--- src/rtl/trace_debugger_top.sv ---
// E-trace style instruction trace encoder: compresses the retire stream into branch-map,
// START, TRAP and ADDR packets. Define TRDB_TRAP_TVAL_EN to carry tval in TRAP packets.
module trace_debugger_top #(
  parameter int XLEN        = 32,
  parameter int CAUSE_LEN   = 5,
  parameter int PRIV_LEN    = 2,
  parameter int INST_LEN    = 32,
  parameter int PTYPE_LEN   = 4,
  parameter int P_LEN       = 5,
  parameter int PAYLOAD_LEN = 192
) (
  input  logic                   clk_i,
  input  logic                   rst_ni,
  input  logic                   test_mode_i,
  input  logic                   inst_valid_i,
  input  logic                   iretired_i,
  input  logic                   exception_i,
  input  logic                   interrupt_i,
  input  logic [CAUSE_LEN-1:0]   cause_i,
  input  logic [XLEN-3:0]        tvec_i,
  input  logic [XLEN-1:0]        tval_i,
  input  logic [PRIV_LEN-1:0]    priv_lvl_i,
  input  logic [INST_LEN-1:0]    inst_data_i,
  input  logic [XLEN-1:0]        pc_i,
  input  logic [XLEN-1:0]        epc_i,
  output logic [PTYPE_LEN-1:0]   packet_type_o,
  output logic [P_LEN-1:0]       packet_length_o,
  output logic [PAYLOAD_LEN-1:0] packet_payload_o
);

  typedef enum logic [PTYPE_LEN-1:0] {
    PKT_NONE = 0, PKT_BRANCH_FULL = 1, PKT_ADDR = 2, PKT_START = 3, PKT_TRAP = 4
  } pkt_e;

  typedef enum logic [1:0] {KIND_OTHER, KIND_BRANCH, KIND_JALR} kind_e;

  localparam int MAP_W      = 31;
  localparam int HDR_BITS   = 5 + MAP_W;
  localparam int ADDR_BITS  = HDR_BITS + XLEN;
  localparam int START_BITS = HDR_BITS + PRIV_LEN + XLEN;
`ifdef TRDB_TRAP_TVAL_EN
  localparam int TVAL_BITS  = XLEN;
`else
  localparam int TVAL_BITS  = 0;
`endif
  localparam int T_INTR     = HDR_BITS + PRIV_LEN;
  localparam int T_CAUSE    = T_INTR + 1;
  localparam int T_EPC      = T_CAUSE + CAUSE_LEN;
  localparam int T_TVAL     = T_EPC + XLEN;
  localparam int T_TVEC     = T_TVAL + TVAL_BITS;
  localparam int TRAP_BITS  = T_TVEC + XLEN - 2;

  function automatic logic [P_LEN-1:0] bytes_of(input int bits);
    return P_LEN'((bits + 7) / 8);
  endfunction

  logic retire, trap, resolve;
  assign retire  = inst_valid_i && iretired_i;
  assign trap    = inst_valid_i && (exception_i || interrupt_i);
  assign resolve = retire || trap;

  // State describing the last retired instruction and the branch map
  logic [XLEN-1:0]     prev_pc_q;
  logic                prev_len4_q;
  kind_e               prev_kind_q;
  logic [4:0]          count_q;
  logic [MAP_W-1:0]    map_q;
  logic                first_q;
  logic                trap_seen_q;
  logic [PRIV_LEN-1:0] last_priv_q;

  pkt_e                type_q;
  logic [P_LEN-1:0]    len_q;
  logic [PAYLOAD_LEN-1:0] payload_q;

  kind_e cur_kind;
  logic  cur_len4;

  // NOTE: every always_comb output gets a default first so no path can infer a latch.
  always_comb begin
    cur_len4 = (inst_data_i[1:0] == 2'b11);
    cur_kind = KIND_OTHER;
    if (cur_len4) begin
      if (inst_data_i[6:0] == 7'b1100011)      cur_kind = KIND_BRANCH;
      else if (inst_data_i[6:0] == 7'b1100111) cur_kind = KIND_JALR;
    end else if (inst_data_i[1:0] == 2'b01 && inst_data_i[15:14] == 2'b11) begin
      cur_kind = KIND_BRANCH;                  // c.beqz / c.bnez
    end else if (inst_data_i[1:0] == 2'b10 && inst_data_i[15:13] == 3'b100 &&
                 inst_data_i[11:7] != 5'd0 && inst_data_i[6:2] == 5'd0) begin
      cur_kind = KIND_JALR;                    // c.jr / c.jalr
    end
  end

  logic [XLEN-1:0]  target, seq_pc;
  logic [4:0]       count_nx;
  logic [MAP_W-1:0] map_nx;

  assign target = trap ? epc_i : pc_i;
  assign seq_pc = prev_pc_q + (prev_len4_q ? XLEN'(4) : XLEN'(2));

  always_comb begin
    map_nx   = map_q;
    count_nx = count_q;
    if (resolve && prev_kind_q == KIND_BRANCH) begin
      map_nx[count_q] = (target == seq_pc);    // 1 = not taken
      count_nx        = count_q + 5'd1;
    end
  end

  logic req_start, req_addr, req_full;
  assign req_start = retire && (first_q || (priv_lvl_i != last_priv_q && !trap_seen_q));
  assign req_addr  = retire && !trap && prev_kind_q == KIND_JALR;
  assign req_full  = (count_nx == 5'd31);

  pkt_e                   type_nx;
  logic [P_LEN-1:0]       len_nx;
  logic [PAYLOAD_LEN-1:0] payload_nx;

  always_comb begin
    type_nx    = PKT_NONE;
    len_nx     = '0;
    payload_nx = '0;
    if (trap) begin
      type_nx = PKT_TRAP;
      len_nx  = bytes_of(TRAP_BITS);
      payload_nx[HDR_BITS +: PRIV_LEN] = priv_lvl_i;
      payload_nx[T_INTR]               = interrupt_i;
      payload_nx[T_CAUSE +: CAUSE_LEN] = cause_i;
      payload_nx[T_EPC +: XLEN]        = epc_i;
`ifdef TRDB_TRAP_TVAL_EN
      payload_nx[T_TVAL +: XLEN]       = tval_i;
`endif
      payload_nx[T_TVEC +: XLEN-2]     = tvec_i;
    end else if (req_start) begin
      type_nx = PKT_START;
      len_nx  = bytes_of(START_BITS);
      payload_nx[HDR_BITS +: PRIV_LEN]        = priv_lvl_i;
      payload_nx[HDR_BITS + PRIV_LEN +: XLEN] = pc_i;
    end else if (req_addr) begin
      type_nx = PKT_ADDR;
      len_nx  = bytes_of(ADDR_BITS);
      payload_nx[HDR_BITS +: XLEN] = pc_i;
    end else if (req_full) begin
      type_nx = PKT_BRANCH_FULL;
      len_nx  = bytes_of(HDR_BITS);
    end
    // Any packet carries the map, including outcomes resolved this cycle
    if (type_nx != PKT_NONE) begin
      payload_nx[4:0]          = count_nx;
      payload_nx[5 +: MAP_W]   = map_nx;
    end
  end

  // NOTE: the output registers are reset asynchronously so a reset clears the packet at once.
  always_ff @(posedge clk_i or negedge rst_ni) begin
    if (!rst_ni) begin
      type_q      <= PKT_NONE;
      len_q       <= '0;
      payload_q   <= '0;
      prev_pc_q   <= '0;
      prev_len4_q <= 1'b1;
      prev_kind_q <= KIND_OTHER;
      count_q     <= '0;
      map_q       <= '0;
      first_q     <= 1'b1;
      trap_seen_q <= 1'b0;
      last_priv_q <= '0;
    end else begin
      // NOTE: non-blocking assignments keep every register sampling pre-edge values.
      type_q    <= type_nx;
      len_q     <= len_nx;
      payload_q <= payload_nx;
      if (type_nx != PKT_NONE) begin
        count_q <= '0;
        map_q   <= '0;
      end else begin
        count_q <= count_nx;
        map_q   <= map_nx;
      end
      if (trap) begin
        prev_kind_q <= KIND_OTHER;
        trap_seen_q <= 1'b1;
      end else if (retire) begin
        prev_pc_q   <= pc_i;
        prev_len4_q <= cur_len4;
        prev_kind_q <= cur_kind;
        first_q     <= 1'b0;
        trap_seen_q <= 1'b0;
        last_priv_q <= priv_lvl_i;
      end
    end
  end

  assign packet_type_o    = type_q;
  assign packet_length_o  = len_q;
  assign packet_payload_o = payload_q;

  logic unused_inputs;
`ifdef TRDB_TRAP_TVAL_EN
  assign unused_inputs = ^{test_mode_i, inst_data_i[INST_LEN-1:16]};
`else
  assign unused_inputs = ^{test_mode_i, inst_data_i[INST_LEN-1:16], tval_i};
`endif

endmodule

--- config.mk ---
export PLATFORM = sky130hd
export DESIGN_NAME = trace_debugger_top
export DESIGN_NICKNAME = d
export VERILOG_FILES = /design/src/rtl/trace_debugger_top.sv
export SDC_FILE = /design/constraint.sdc
export NUM_CORES = 1
export LEC_CHECK = 0
export ABC_AREA = 1
export CAP_MARGIN = 10
export CORE_MARGIN = 3
export CORE_UTILIZATION = 45
export CTS_CLUSTER_DIAMETER = 80
export DETAILED_ROUTE_END_ITERATION = 6
export PLACE_DENSITY = 0.81
export SYNTH_ARGS = -nofsm -noshare
export SYNTH_HDL_FRONTEND = slang
export SYNTH_SLANG_ARGS = --single-unit
--- constraint.sdc ---
create_clock -name clk_i -period 3.29 [get_ports clk_i]
set_input_delay 0.658 -clock clk_i [delete_from_list [all_inputs] [get_ports clk_i]]
set_output_delay 0.658 -clock clk_i [all_outputs]
set_load 0.005 [all_outputs]
; Word level (Yosys, flattened, before mapping)
; Cells that the tools add are included.
; W data, S select, Z words.
[op_classes]
add_sub_neg = 2
order_cmp = 2
n_eq_ne = 12
mux = 32
bitwise_logic = 1
n_reduce_logical = 22
[ops]
columns = cell, count
row1 = $mux W32, 3
row2 = $mux W36, 2
row3 = $mux W31, 2
row4 = $mux W34, 1
row5 = $add A32 B3 Y32, 1
row6 = $eq A32 B32 Y1, 1
row7 = $bwmux W31, 1
row8 = $mux W2, 10
row9 = $eq A7 B7 Y1 const B, 2
row10 = $logic_and A1 B1 Y1, 12
row11 = $mux W4, 3
row12 = $mux W5, 2
row13 = $mux W3, 3
row14 = $eq A2 B2 Y1 const B, 4
row15 = $lt A5 B6 Y1 const B, 1
row16 = $add A5 B1 Y5 const B, 1
row17 = $demux W1 S5, 1
row18 = $eq A5 B5 Y1 const B, 1
row19 = $ge A5 B1 Y1 const B, 1
row20 = $logic_not A5 Y1, 1
row21 = $reduce_bool A5 Y1, 1
row22 = $eq A2 B1 Y1 const B, 2
row23 = $mux W1, 4
row24 = $reduce_bool A4 Y1, 1
row25 = other kinds (7), 10
[word_totals]
register_bits = 190
in_bits = 172
out_inout_bits = 201

; Logic depth before layout (Yosys ltp)
[logic_depth]
ltp_word = 12
depth_mapped = 21
ltp_nobuf = 20

; Worst setup path after synthesis
; Ideal clock, no wire load.
[synth_timing]
path_kind = register to register
from = register prev_len4_q
to = register map_q[3]
t_arrival_ns = 2.453
required_ns = 3.219
setup_slack_ns = 0.766
path_stages_with_launch = 22
period_less_slack_ns = 2.524
path_cell_list = dfstp_2 > inv_1 > ha_1 > fa_1 > nand2_1 > nor2_1 > nand2_1 > inv_1 > nand2_1 > nand2_1 > nand2_1 > nand2_1 > inv_1 > nand2_1 > nor2_1 > nand2_1 > nor2_1 > nand3_2 > buf_6 > nand2_1 > nand2_1 > nor2_1
[synth_via]
elab_chain_len = 6
[synth_lines]
columns = element, line_no
row1 = "start, declared", 64  ; logic prev_len4_q;
row2 = "start signal, assigned", 185  ; prev_len4_q <= cur_len4;
row3 = $mux W3, 99  ; assign seq_pc = prev_pc_q + (prev_len4_q ? XLEN'(4) : XLEN'(2));
row4 = $add A32 B3 Y32, 99
row5 = $eq A32 B32 Y1, 105  ; map_nx[count_q] = (target == seq_pc);
row6 = $bwmux W31, 105
row7 = $mux W31, 104  ; if (resolve && prev_kind_q == KIND_BRANCH) begin
row8 = $mux W31, 173  ; if (type_nx != PKT_NONE) begin
row9 = "end signal, assigned", 178  ; map_q <= map_nx;
row10 = "end, declared", 67  ; logic [MAP_W-1:0] map_q;
; Every way passes these cells.
; A chain may end at the register's enable or synchronous reset.

; Worst setup path after layout
[layout_timing]
from = register prev_len4_q
to = register payload_q[24], in the netlist packet_payload_o[24]
[layout_via]
elab_chain_len = 6
[layout_lines]
columns = element, line_no
row1 = $mux W3, 99
row2 = $add A32 B3 Y32, 99
row3 = $eq A32 B32 Y1, 105
row4 = $bwmux W31, 105
row5 = $mux W31, 104
row6 = $mux W36, 148  ; if (type_nx != PKT_NONE) begin
row7 = net payload_nx[24], 117  ; logic [PAYLOAD_LEN-1:0] payload_nx;
row8 = "end signal, assigned", 172  ; payload_q <= payload_nx;
row9 = "end, declared", 74  ; logic [PAYLOAD_LEN-1:0] payload_q;
; The timed path passes the listed nets, and every way through them passes these cells.

==> results.ini <==
[run_status]
outcome = complete, no violations

[final_layout]
final_cell_area_sq_mm = 0.0134
fillers = 1862
num-nets-final = 1785
area_growth_pct = 33.0
fin_cells = 1899
drive_gt1_share_pct = 8.89
diodes = 0
postLayoutCoreUtil_pct = 61.1

[worst_setup_path]
start_kind = register
cp_max_fo = 30
critPathCaptureType = register
arrival_ns = 3.48
r2r_slack_ns = 0.16
worstSetupPathType = register to register
required_ns = 3.65

[detailed_routing]
drt_iter0_drc = 736
vias_per_cell = 4.91
drc = 0
drt-wirelength-per-cell_microns = 15.2
ant_nets = 0
num_vias = 9316
wl_mm = 28.8
drtPass1Iterations = 5

[yosys]
synth-seq-cells = 187
synth_ff_type = dfrtp_1
synth_area_sq_mm = 0.0101
async_reset_ff_share_pct = 100
yosysTopAreaCellShare_pct = 46.0
syn_inst = 1334
synth.avg_cell_area_sq_um = 7.54
yosysTopAreaCell = dfrtp_1
yosys.cell_types.count = 37
synth_edf_count = 0
yosys-top-cells-area = dfrtp_1 (46%), nand2_1 (14%), nor2_1 (7.5%)
yosysWarnings = 0
seq_area_frac_synth_pct = 46.5

[power]
finalPower_mw = 5.79
peakVddDrop_v = 0.000266
p_leak_nw = 6.69
p_per_area_mw_per_mm2 = 433

[grt]
grt_pass1_vias = 9090
grt_max_degree = 69
antenna_found_initial = 0
grt_util_all_layers_pct = 23.4
grt-ovfl-total = 0
grt_pass1_wl_mm = 45.1

[sta]
maxSlewViolCount = 0
hold_ws_ns = 0.213
hold_viol = 0
period_share_pct = 95.0
fmax_mhz = 320
worst_pin_slew_ns = 0.905
slew_headroom_pct = 38.9
finalSetupTns_ns = 0
skew_ns = 0.0126
fin_ws_ns = 0.164
setup_viol = 0
rsz0062_at_grt = false
period_needed_ns = 3.13

[die]
die_w_microns = 156
core_sq_mm = 0.0219
initial_core_util_pct = 46.0
die_h_microns = 156
dieArea_sq_mm = 0.0242
ios = 373
rows = 54

[clock_network]
cts-htree-levels = 4
clk_pin_slew_ns = 0.08
cts_inserted_buffers = 17
clock_sinks = 187
root_buffer = clkbuf_16
cts_buffer_depth = 2
ctsHoldBuffers = 0
insertion_delay_ns = 0.44
cts_tree = yes

[run]
drv_cap = 0

[place]
dp_hpwl_mm = 22.1
port_buffers = 234
postPlaceCellArea_sq_mm = 0.0128
dpl.cell_count = 1867
place_ws_ns = -0.0263
place_congestion = 1.01

[min_path]
hold_path.class = primary input to async pin

[cells in the mapped netlist (all sizes together) (3+ instances only)]
library cell	instances
a21oi	5
buf	109
clkbuf	21
dfrtp	185
ha	6
inv	152
nand2	385
nand3	96
nand3b	8
nand4	6
nor2	207
nor3	5
o211ai	14
o21ai	54
o311ai	15
o31ai	3
or2	31
xnor2	7
xor2	13
[repair_timing]
item / CTS / global route
setup endpoints to repair: 0 / 60
gates resized for setup: 0 / 4
buffers inserted: 0 / 0
endpoints found under the hold margin: 0 / 0
[cell type report]
cell class | count | area (sq um) | area share (%)
flip-flops and latches | 187 | 4680 | 35.0
multi-input cells | 952 | 4290 | 32.1
repair buffers | 296 | 2880 | 21.6
inverters | 152 | 571 | 4.26
clock buffers | 18 | 429 | 3.21
well taps | 280 | 350 | 2.62
clock inverters | 14 | 174 | 1.30
[kinds of logic (layout without fill, tap and decap cells)]
kind of cell	Yosys count	count (layout)	synth area share [%]
adder cells (fa/ha/maj)	7	7	0.945
other	1	88	0.0373
XOR/XNOR	20	20	1.74
AND/OR/NAND/NOR	740	740	30.4
AO/OA/AOI/OAI	97	97	6.02
buffers and inverters	282	480	14.3
flip-flops	187	187	46.5
[final timing paths]
path	end	from	cells past startpoint
worst min-delay path	packet_payload_o[24]$_DFF_PN0_	rst_ni	1
max in group asynchronous	packet_payload_o[76]$_DFF_PN0_	rst_ni	2
worst max-delay path	packet_payload_o[24]$_DFF_PN0_	prev_len4_q$_DFFE_PN1P_	18
min in group clk_i	first_q$_DFFE_PN1P_	first_q$_DFFE_PN1P_	2
worst max register to register	packet_payload_o[24]$_DFF_PN0_	prev_len4_q$_DFFE_PN1P_	18
worst min register to register	first_q$_DFFE_PN1P_	first_q$_DFFE_PN1P_	2
[flip-flops by register name, summed over array words and instances (netlist names)]
signal	cells
count_q	5
first_q	1
last_priv_q	2
map_q	31
packet_length_o	4
packet_payload_o	106
packet_type_o	2
prev_kind_q	2
prev_len4_q	1
prev_pc_q	32
trap_seen_q	1
[worst max-delay path, stage by stage (launching register included)]
cell and delay, ns:
dfstp_2 0.40, inv_1 0.06, ha_1 0.20, fa_1 0.26, nand3_1 0.15, nor2_2 0.31
nand3_1 0.19, nor2_2 0.27, nand3_1 0.11, nand2_1 0.10, inv_1 0.04, nor2_1 0.09
nand2_1 0.07, nor2_1 0.19, nand3_2 0.13, buf_12 0.18, nand2_1 0.07, nand2_1 0.07
nor2_1 0.13
[power breakdown]
part	internal (mW)	switching, mW	leakage (nW)
clock	1.09	1.01	0.287
combinational	0.512	0.609	3.92
sequential	2.44	0.125	2.48
[per-layer routing]
layer,up-vias,global-route usage [%],wire length [microns]
li1,4507,-,-
met3,70,4.03,2190
met5,-,0,0
met1,4315,28.0,11100
met4,0,9.59,944
met2,424,41.6,14600
[placed cells by master (no fill, tap or decap), drive strengths merged, types with 18 or more instances in the layout]
master / netlist / routed
dfrtp: 185 / 185
conb: 1 / 88
inv: 152 / 158
clkbuf: 21 / 18
o21ai: 54 / 54
or2: 31 / 31
nor2: 207 / 207
nand3: 96 / 96
clkdlybuf4s50: 0 / 233
buf: 109 / 63
nand2: 385 / 385
Power figures use the tool's default switching activity.
